===== src/rtl/atmega_dbg_pkg.sv =====
// atmega_dbg_pkg: opcodes, response codes and parser states shared by the debug bridge.
package atmega_dbg_pkg;
  localparam logic [7:0] OP_WR   = 8'h57;
  localparam logic [7:0] OP_RD   = 8'h52;
  localparam logic [7:0] RSP_ACK = 8'h06;
  localparam logic [7:0] RSP_NAK = 8'h15;
  typedef enum logic [2:0] {
    S_IDLE, S_ADDR_H, S_ADDR_L, S_DATA, S_REQ, S_ACCESS, S_RESP
  } state_e;
endpackage


===== src/rtl/atmega_dbg_uart_phy.sv =====
// atmega_dbg_uart_phy: 8N1 byte receiver and transmitter with independent bit timers.
module atmega_dbg_uart_phy #(
  parameter logic [15:0] CLK_DIV = 16'd868
) (
  input  logic       clk,
  input  logic       rst,
  input  logic       rx_i,
  output logic [7:0] rx_data_o,
  output logic       rx_valid_o,
  output logic       rx_ferr_o,
  output logic       rx_busy_o,
  input  logic       tx_start_i,
  input  logic [7:0] tx_data_i,
  output logic       tx_o,
  output logic       tx_busy_o
);
  logic [2:0]  rx_s_q;
  logic        rx_act_q, tx_act_q, rx_tick;
  logic [15:0] rx_cnt_q, tx_cnt_q;
  logic [3:0]  rx_bit_q, tx_bit_q;
  logic [7:0]  rx_sh_q;
  logic [9:0]  tx_sh_q;
  // rx_s_q[1] is the synchronized line, rx_s_q[2] its previous value; reset to 0
  // so a line held low through reset never looks like a falling edge.
  assign rx_tick   = rx_cnt_q == (rx_bit_q == 4'd0 ? (CLK_DIV >> 1) - 16'd1 : CLK_DIV - 16'd1);
  assign rx_data_o = rx_sh_q;
  assign rx_busy_o = rx_act_q;
  assign tx_o      = tx_sh_q[0];
  assign tx_busy_o = tx_act_q;
  always_ff @(posedge clk or posedge rst) begin
    if (rst) begin
      rx_s_q     <= '0;
      rx_act_q   <= 1'b0;
      rx_cnt_q   <= '0;
      rx_bit_q   <= '0;
      rx_sh_q    <= '0;
      rx_valid_o <= 1'b0;
      rx_ferr_o  <= 1'b0;
    end else begin
      rx_s_q     <= {rx_s_q[1:0], rx_i};
      rx_valid_o <= 1'b0;
      rx_ferr_o  <= 1'b0;
      if (!rx_act_q) begin
        rx_cnt_q <= '0;
        rx_bit_q <= '0;
        rx_act_q <= rx_s_q[2] && !rx_s_q[1];
      end else if (!rx_tick) begin
        rx_cnt_q <= rx_cnt_q + 16'd1;
      end else begin
        rx_cnt_q <= '0;
        rx_bit_q <= rx_bit_q + 4'd1;
        if (rx_bit_q == 4'd0) rx_act_q <= !rx_s_q[1];
        else if (rx_bit_q < 4'd9) rx_sh_q <= {rx_s_q[1], rx_sh_q[7:1]};
        else begin
          rx_act_q   <= 1'b0;
          rx_valid_o <= rx_s_q[1];
          rx_ferr_o  <= !rx_s_q[1];
        end
      end
    end
  end
  always_ff @(posedge clk or posedge rst) begin
    if (rst) begin
      tx_act_q <= 1'b0;
      tx_cnt_q <= '0;
      tx_bit_q <= '0;
      tx_sh_q  <= '1;
    end else if (!tx_act_q) begin
      tx_cnt_q <= '0;
      tx_bit_q <= '0;
      if (tx_start_i) begin
        tx_act_q <= 1'b1;
        tx_sh_q  <= {1'b1, tx_data_i, 1'b0};
      end
    end else if (tx_cnt_q != CLK_DIV - 16'd1) begin
      tx_cnt_q <= tx_cnt_q + 16'd1;
    end else begin
      tx_cnt_q <= '0;
      tx_bit_q <= tx_bit_q + 4'd1;
      tx_sh_q  <= {1'b1, tx_sh_q[9:1]};
      if (tx_bit_q == 4'd9) tx_act_q <= 1'b0;
    end
  end
endmodule


===== src/rtl/atmega_uart_dbg_bridge.sv =====
// atmega_uart_dbg_bridge: UART command parser that performs single-byte IO/data bus accesses.
module atmega_uart_dbg_bridge
  import atmega_dbg_pkg::*;
#(
  parameter logic [15:0] CLK_DIV           = 16'd868,
  parameter logic [23:0] TIMEOUT_CYC       = 24'd1000000,
  parameter int          BUS_ADDR_IO_LEN   = 16,
  parameter int          BUS_ADDR_DATA_LEN = 8,
  parameter int unsigned IO_ADDR_LIMIT     = 'h40
) (
  input  logic                         rst,
  input  logic                         clk,
  input  logic                         rx,
  output logic                         tx,
  output logic                         bus_req,
  input  logic                         bus_gnt,
  output logic [BUS_ADDR_IO_LEN-1:0]   addr_io,
  output logic                         wr_io,
  output logic                         rd_io,
  output logic [7:0]                   io_out,
  input  logic [7:0]                   io_in,
  output logic [BUS_ADDR_DATA_LEN-1:0] addr_dat,
  output logic                         wr_dat,
  output logic                         rd_dat,
  output logic [7:0]                   dat_out,
  input  logic [7:0]                   dat_in,
  output logic                         busy,
  output logic                         err
);
  state_e      state_q, state_d;
  logic        wr_q, wr_d, pend_q, pend_d, err_q, err_d;
  logic [15:0] addr_q, addr_d;
  logic [7:0]  data_q, data_d, txb_q, txb_d, rx_byte;
  logic [23:0] tmo_q, tmo_d;
  logic        rx_vld, rx_ferr, rx_busy, tx_busy, is_io, timed, tmo, nak, sel_io, sel_dat;
  atmega_dbg_uart_phy #(.CLK_DIV(CLK_DIV)) u_phy (
    .clk(clk), .rst(rst), .rx_i(rx), .rx_data_o(rx_byte), .rx_valid_o(rx_vld),
    .rx_ferr_o(rx_ferr), .rx_busy_o(rx_busy), .tx_start_i(pend_q && !tx_busy),
    .tx_data_i(txb_q), .tx_o(tx), .tx_busy_o(tx_busy)
  );
  assign is_io = addr_q < 16'(IO_ADDR_LIMIT);
  assign timed = state_q inside {S_ADDR_H, S_ADDR_L, S_DATA, S_REQ};
  assign tmo   = timed && tmo_q == TIMEOUT_CYC;
  assign err   = err_q;
  always_ff @(posedge clk or posedge rst) begin
    if (rst) begin
      state_q <= S_IDLE;
      wr_q    <= 1'b0;
      pend_q  <= 1'b0;
      err_q   <= 1'b0;
      addr_q  <= '0;
      data_q  <= '0;
      txb_q   <= '0;
      tmo_q   <= '0;
    end else begin
      state_q <= state_d;
      wr_q    <= wr_d;
      pend_q  <= pend_d;
      err_q   <= err_d;
      addr_q  <= addr_d;
      data_q  <= data_d;
      txb_q   <= txb_d;
      tmo_q   <= tmo_d;
    end
  end
  always_comb begin
    state_d = state_q;
    wr_d    = wr_q;
    addr_d  = addr_q;
    data_d  = data_q;
    txb_d   = txb_q;
    pend_d  = pend_q && tx_busy;
    err_d   = rx_ferr;
    nak     = 1'b0;
    case (state_q)
      S_IDLE: if (rx_vld) begin
        nak     = rx_byte != OP_WR && rx_byte != OP_RD;
        wr_d    = rx_byte == OP_WR;
        state_d = S_ADDR_H;
      end
      S_ADDR_H: if (rx_vld) begin
        addr_d[15:8] = rx_byte;
        state_d      = S_ADDR_L;
      end else nak = tmo;
      S_ADDR_L: if (rx_vld) begin
        addr_d[7:0] = rx_byte;
        state_d     = wr_q ? S_DATA : S_REQ;
      end else nak = tmo;
      S_DATA: if (rx_vld) begin
        data_d  = rx_byte;
        state_d = S_REQ;
      end else nak = tmo;
      S_REQ: begin
        err_d   = err_d || rx_vld;
        state_d = bus_gnt ? S_ACCESS : state_q;
        nak     = !bus_gnt && tmo;
      end
      S_ACCESS: begin
        err_d   = err_d || rx_vld;
        state_d = S_RESP;
        pend_d  = 1'b1;
        txb_d   = wr_q ? RSP_ACK : is_io ? io_in : dat_in;
      end
      default: begin
        err_d   = err_d || rx_vld;
        state_d = !pend_q && !tx_busy ? S_IDLE : state_q;
      end
    endcase
    if (nak) begin
      state_d = S_IDLE;
      pend_d  = 1'b1;
      txb_d   = RSP_NAK;
      err_d   = 1'b1;
    end
    if (rx_ferr && state_q inside {S_IDLE, S_ADDR_H, S_ADDR_L, S_DATA}) state_d = S_IDLE;
    // Idle time only: a byte being shifted in does not count toward the frame timeout.
    tmo_d = timed && state_d == state_q && !(rx_busy && state_q != S_REQ) ? tmo_q + 24'd1 : '0;
  end
  always_comb begin
    sel_io   = state_q == S_ACCESS && is_io;
    sel_dat  = state_q == S_ACCESS && !is_io;
    bus_req  = state_q == S_REQ || state_q == S_ACCESS;
    addr_io  = sel_io ? addr_q[BUS_ADDR_IO_LEN-1:0] : '0;
    wr_io    = sel_io && wr_q;
    rd_io    = sel_io && !wr_q;
    io_out   = sel_io && wr_q ? data_q : '0;
    addr_dat = sel_dat ? addr_q[BUS_ADDR_DATA_LEN-1:0] : '0;
    wr_dat   = sel_dat && wr_q;
    rd_dat   = sel_dat && !wr_q;
    dat_out  = sel_dat && wr_q ? data_q : '0;
    busy     = state_q != S_IDLE || pend_q || tx_busy;
  end
endmodule


===== config.mk =====
export PLATFORM = sky130hd
export DESIGN_NAME = atmega_uart_dbg_bridge
export DESIGN_NICKNAME = d
export VERILOG_FILES = /design/src/rtl/atmega_dbg_pkg.sv /design/src/rtl/atmega_dbg_uart_phy.sv /design/src/rtl/atmega_uart_dbg_bridge.sv
export SDC_FILE = /design/constraint.sdc
export NUM_CORES = 1
export LEC_CHECK = 0
export ABC_AREA = 0
export CAP_MARGIN = 20
export CELL_PAD_IN_SITES_DETAIL_PLACEMENT = 2
export CELL_PAD_IN_SITES_GLOBAL_PLACEMENT = 2
export CORE_ASPECT_RATIO = 0.75
export CORE_UTILIZATION = 37
export DETAILED_ROUTE_END_ITERATION = 10
export GPL_TIMING_DRIVEN = 0
export PLACE_DENSITY_LB_ADDON = 0.1
export SLEW_MARGIN = 20
export SYNTH_ARGS = -nofsm -noshare
export SYNTH_HDL_FRONTEND = slang
export SYNTH_SLANG_ARGS = --single-unit

===== constraint.sdc =====
create_clock -name clk -period 5.2 [get_ports clk]
set_input_delay 1.56 -clock clk [delete_from_list [all_inputs] [get_ports clk]]
set_output_delay 1.56 -clock clk [all_outputs]
set_load 0.1 [all_outputs]

==> flow_summary.yaml, run 1 <==
timing:
  min_period_over_period: 0.950
  period_minus_slack_ns: 4.94
  rsz0062_at_grt: "no"
  slew_viol_final: 0
  final_hold_viol_count: 0
  worst_pin_slew_ns: 1.00
  timing.fmax_mhz: 203
  setup_viol: 0
  clock_skew_ns: 0.0140
  finalSetupTns_ns: 0
  slew_headroom: 0.330
worst_setup_path:
  cp-startpoint: "addr_q[11]"
  reg2reg_from: "tmo_q[0]"
  critPathKind: "reg -> out"
  cp_max_fo: 10
  cp-end-kind: "output pin"
  cp-start-kind: "register"
  worstPathArrival_ns: 3.38
  worst_r2r_path_depth: 9
  crit_required_ns: 3.64
  reg2reg_to: "tmo_q[20]"
  r2r_slack_ns: 2.09
die:
  die_area_um2: 17500
  die_y_um: 115
  start_util: 0.386
  die_w_um: 153
  core-area_um2: 16300
  io_pins: 68
  rows: 40
routing:
  routed_via_density: 5.31
  dr.pass1.iters: 9
  routed_wl_um: 17600
  remaining_drc_errors: 10
  routedWlPerCell_um: 19.3
  drt_iter0_drc: 240
  ant_nets: 0
  via_count: 4826
cts:
  cts_max_level: 4
  cts_tree: "done"
  clk_pin_slew_worst_paths_ns: 0.06
  cts_sinks: 126
  clock_path_buffers: 2
  cts-root-buf: "clkbuf_16"
  post_cts_buffers: 0
  postCtsHoldBufs: 0
  cts-buffers-inserted: 17
  insertion_delay_ns: 0.42
  cts_resized: 10
pwr:
  p_total_mw: 2.42
  clockPowerShare: 0.499
  power_switching_uw: 599
  p_per_area_nw_per_um2: 310
  p_int_mw: 1.82
  sw_frac_of_total: 0.248
  p_leak_nw: 3.51
  irDropWorstVdd_mv: 0.172
  combPwrFrac: 0.068
  seqPwrFrac: 0.433
final_layout:
  ff_latch_area_um2: 3160
  n_fill_cell: 1674
  drive_gt1_frac: 0.160
  multiInputGateArea_um2: 2940
  final_nets: 713
  area_growth_pct: 23.8
  antenna_cells: 0
placed_design:
  place_congestion: 0.774
  io_buffers: 57
  hpwlAfterDp_um: 12200
grt:
  grt_pass1_wl_um: 29400
  grt_util_met3: 0.0498
  grt.total_usage: 0.216
  met2_usage: 0.358
  antenna_found_initial: 0
  grt_max_degree: 107
  grt_pass1_vias: 5395
  globalRouteOverflowTotal: 0
  busiest_layer: "met2"
  grt_util_met1: 0.289
outcome:
  violations: "design-rule violations"
  outcome: "complete, but fails checks"
yosys:
  synthFlopType: "dfrtp_1"
  synth_edf_count: 0
  syn_area_per_cell_um2: 10.5
  yosysSeqAreaShare: 0.503
  synth_top_area_share: 0.465
  yosys-top-cells-area: "dfrtp_1 47%, mux2_2 6.8%, xor2_1 4.3%"
  ys_warn_count: 0
  ys_async_sr_fraction: 1.00
  ys_types: 53
  ys_seq_elements: 126
  yosysTopAreaCell: "dfrtp_1"
  synthCells: 599
  syn_area_um2: 6290
min_path:
  min_path_cells: 0
  hold_path_end: "u_phy.rx_s_q[1]"
  min_from: "u_phy.rx_s_q[0]"
  hp-class: "reg -> reg"
run:
  maxCapViolCount: 0
cells in the mapped netlist, drive strengths merged (2+ instances only):
cell,count
o21ai,10
mux2,38
and3,26
nand4b,3
nor4bb,2
a21oi,17
and2,25
dfrtp,117
a22oi,4
o31ai,2
nand4,17
a211oi,8
nor4,5
nor3,33
nand2b,3
dfstp,9
and4,3
xor2,31
a221o,2
xnor2,22
nand3,22
buf,18
nand2,27
or2,3
clkbuf,16
nor4b,4
nor2,60
inv,14
nor3b,5
ha,8
a211o,2
or3,6
mux2i,12
nor2b,12
power groups by stage:
stage          registers, mW  clock network (mW)  logic (mW)
2_1_floorplan           1.05                   0       0.123
4_1_cts                 1.05                1.23       0.168
3_3_place_gp            1.06                   0       0.152
6_report                1.05                1.20       0.165
5_1_grt                 1.05                1.27       0.183
3_5_place_dp            1.06                   0       0.166
kinds of logic (layout without fill, tap and decap cells):
logic type | Yosys count | count (layout) | share of synthesized area
AND/OR/NAND/NOR | 260 | 260 | 0.225
flip-flops | 126 | 126 | 0.503
AO/OA/AOI/OAI | 53 | 53 | 0.0582
XOR/XNOR | 53 | 53 | 0.0737
multiplexers | 50 | 50 | 0.0871
buffers and inverters | 48 | 138 | 0.0366
adder cells (fa/ha/maj) | 8 | 8 | 0.0159
other | 1 | 10 | 0.000596
metrics by stage:
step | area [um2] | setup WS, ns | std cells | util | hold slack, ns
finish | 7790 | 0.262 | 908 | 0.478 | 0.349
global placement | 7170 | -1.56 | 875 | 0.439 | 0.338
detailed placement | 7200 | 0.312 | 876 | 0.442 | 0.337
floorplan | 6340 | 0.0124 | 608 | - | 0.331
CTS | 7790 | 0.126 | 908 | 0.478 | 0.352
global route | 7790 | 0.00574 | 908 | 0.478 | 0.354
flip-flops by register name, summed over array words and instances, names as in the netlist, 3 cells and up:
signal / flops
u_phy.tx_bit_q: 4
data_q: 8
u_phy.rx_bit_q: 4
state_q: 3
u_phy.rx_cnt_q: 16
u_phy.rx_s_q: 3
u_phy.tx_sh_q: 9
tmo_q: 24
u_phy.tx_cnt_q: 16
addr_q: 16
u_phy.rx_data_o: 8
txb_q: 8
worst max path at each step:
stage / end
final: addr_io[4]
after global placement: u_phy.tx_bit_q[1]
after global routing: addr_io[4]
after detailed placement: io_out[4]
after CTS: io_out[4]
after floorplan: dat_out[0]
critical path: stages, from the launching register on:
cell	delay, ns
dfrtp_1	0.38
nor4_1	0.33
nand3_1	0.43
nor2_1	0.42
clkbuf_1	0.35
and2_1	0.19
dlygate4sd2_1	0.85
routing by layer:
layer | vias to the layer above | part of all wire
li1 | 2260 | -
met1 | 2476 | 0.48
met2 | 82 | 0.47
met3 | 8 | 0.041
met4 | 0 | 0.0066
met5 | - | 0
layout make-up:
| type | count | area share |
|---|---|---|
| multi-input cells | 434 | 0.377 |
| clock buffers | 20 | 0.0599 |
| plain buffers | 34 | 0.0228 |
| flip-flops and latches | 126 | 0.406 |
| clock inverters | 12 | 0.0173 |
| repair buffers | 58 | 0.0751 |
| inverters | 14 | 0.00771 |
| well taps | 210 | 0.0337 |
placed cells by master, fill, tap and decap left out, drive strengths merged, types with 19 or more instances in the layout:
cell,n
clkdlybuf4s50,47
nand2,27
mux2,38
nand3,22
and2,25
buf,19
xor2,31
nor3,33
xnor2,22
dfrtp,117
and3,26
clkbuf,37
nor2,60
Note: power is estimated with default switching activity, not from simulation.
==> run 2: changes to the inputs <==
--- a/config.mk
+++ b/config.mk
@@ -12,6 +12,7 @@
 export CORE_ASPECT_RATIO = 0.75
 export CORE_UTILIZATION = 37
 export DETAILED_ROUTE_END_ITERATION = 10
+export GPL_ROUTABILITY_DRIVEN = 0
 export GPL_TIMING_DRIVEN = 0
 export PLACE_DENSITY_LB_ADDON = 0.1
 export SLEW_MARGIN = 20
==> results of run 2 <==
Same layout as run 1: the final DEF is identical, and so are final timing and power.
==> run 3: changes to the inputs <==
==> constraint.sdc (replaced) <==
create_clock -name clk -period 5.37 [get_ports clk]
set_input_delay 1.611 -clock clk [delete_from_list [all_inputs] [get_ports clk]]
set_output_delay 1.611 -clock clk [all_outputs]
set_load 0.1 [all_outputs]
==> flow_summary.yaml, run 3 (synthesis results as in run 1) <==
routing:
  ant_nets: 0
  remaining_drc_errors: 10
  via_count: 4821
  dr.pass1.iters: 9
  routed_wl_um: 17600
  routedWlPerCell_um: 19.3
  routed_via_density: 5.31
  drt_iter0_drc: 238
final_layout:
  final_common_cell: "dfrtp_1"
  antenna_cells: 0
  top_register: "tmo_q"
  final_nets: 713
  largest_reg_flops: 24
  stdcell_area_um2: 7820
  drive_gt1_frac: 0.159
  n_fill_cell: 1675
  area_growth_pct: 24.2
  layout_common_cells: "117 x dfrtp_1, 60 x nor2_1, 47 x clkdlybuf4s50_1, 38 x mux2_2, 32 x nor3_1"
placed_design:
  io_buffers: 57
  hpwlAfterDp_um: 12200
  placed_area_um2: 7200
  pre_cts_ws_ns: 0.431
worst_setup_path:
  cp_max_fo: 10
  cp-start-kind: "register"
  worstPathArrival_ns: 3.42
  cp-end-kind: "output pin"
  r2r_slack_ns: 2.26
  reg2reg_from: "tmo_q[0]"
  worst_r2r_path_depth: 9
  critPathKind: "reg -> out"
  cp-startpoint: "addr_q[11]"
  crit_required_ns: 3.76
  reg2reg_to: "tmo_q[20]"
grt:
  grt.total_usage: 0.216
  grt_util_met1: 0.289
  grt_util_met3: 0.0498
  globalRouteOverflowTotal: 0
  busiest_layer: "met2"
  met2_usage: 0.358
  grt_max_degree: 107
  grt_pass1_vias: 5395
  grt_pass1_wl_um: 29400
  antenna_found_initial: 0
pwr:
  sw_frac_of_total: 0.248
  p_per_area_nw_per_um2: 299
  p_total_mw: 2.34
  combPwrFrac: 0.068
  p_leak_nw: 3.63
  seqPwrFrac: 0.433
  clockPowerShare: 0.499
  p_int_mw: 1.76
  irDropWorstVdd_mv: 0.167
  power_switching_uw: 580
timing:
  slew_headroom: 0.330
  hold_slack_ns: 0.349
  final_hold_viol_count: 0
  setup_viol: 0
  period_minus_slack_ns: 5.03
  rsz0062_at_grt: "no"
  fin_ws_ns: 0.338
  min_period_over_period: 0.937
  clock_skew_ns: 0.0140
  worst_pin_slew_ns: 1.00
  slew_viol_final: 0
  timing.fmax_mhz: 199
cts:
  cts-buffers-inserted: 17
  cts_tree: "done"
  clk_pin_slew_worst_paths_ns: 0.06
  clock_path_buffers: 2
  insertion_delay_ns: 0.42
  cts-root-buf: "clkbuf_16"
  cts_sinks: 126
  cts_max_level: 4
  post_cts_buffers: 0
die:
  start_util: 0.386
  die_y_um: 115
  core-area_um2: 16300
  rows: 40
  die_w_um: 153
  io_pins: 68
  die_area_um2: 17500
outcome:
  violations: "design-rule violations"
  outcome: "complete, but fails checks"
run:
  maxCapViolCount: 0
min_path:
  hold_path_end: "u_phy.rx_s_q[1]"
  hp-class: "reg -> reg"
  min_path_cells: 0
  min_from: "u_phy.rx_s_q[0]"
## run 3: cell types whose count changed in the layout (fill, tap and decap cells not counted), sizes merged
cell / change
dlymetal6s2s: +7
clkdlybuf4s15: -3
dlygate4sd2: -3
clkbuf: -1
## run 3: worst max path at each step
| stage | depth (start not counted) | end |
|---|---|---|
| finish | 6 | io_out[4] |
| global route | 6 | io_out[4] |
| CTS | 6 | addr_io[4] |
| detailed placement | 6 | io_out[4] |
| global placement | 2 | u_phy.tx_bit_q[1] |
| floorplan | 6 | dat_out[0] |
## run 3: cell type report
| cell class | count | area (um2) | area share |
|---|---|---|---|
| Sequential cell | 126 | 3160 | 0.405 |
| Timing Repair Buffer | 58 | 612 | 0.0782 |
| Buffer | 34 | 178 | 0.0227 |
| Multi-Input combinational cell | 434 | 2940 | 0.376 |
| Inverter | 14 | 60.1 | 0.00768 |
| Tap cell | 210 | 263 | 0.0336 |
| Clock inverter | 12 | 135 | 0.0173 |
| Clock buffer | 20 | 467 | 0.0597 |
## run 3: timing repair
| action | 4_1_cts | 5_1_grt |
|---|---|---|
| endpoints found under the setup margin | 3 | 7 |
| cloned | 0 | 0 |
| pin swaps | 0 | 0 |
| hold buffers | 0 | 0 |
| gates resized for setup | 3 | 7 |
## run 3: through the flow
stage,util,TNS [ns],instances
3_5_place_dp,0.442,0,876
2_1_floorplan,-,0,608
3_3_place_gp,0.439,-168.46,875
6_report,0.479,0,908
5_1_grt,0.479,0,908
4_1_cts,0.478,0,908
## run 3: power by group through the flow
stage | Clock, mW | Combinational, mW | Sequential (mW)
final | 1.17 | 0.160 | 1.01
after global routing | 1.23 | 0.178 | 1.02
after CTS | 1.19 | 0.163 | 1.01
after detailed placement | 0 | 0.160 | 1.03
after global placement | 0 | 0.148 | 1.02
after floorplan | 0 | 0.120 | 1.02
## run 3: layer usage
metal,vias to the layer above,wire length [um],part of all wire
met5,-,0,0
met4,0,116,0.0066
met3,8,733,0.042
met2,84,8270,0.47
met1,2470,8440,0.48
li1,2259,-,-
## run 3: critical path: stages (launching register included)
cell and delay (ns):
dfrtp_1 0.38, nor4_1 0.33, nand3_1 0.43, nor2_1 0.42, clkbuf_1 0.35, and3_1 0.23
dlygate4sd2_1 0.86
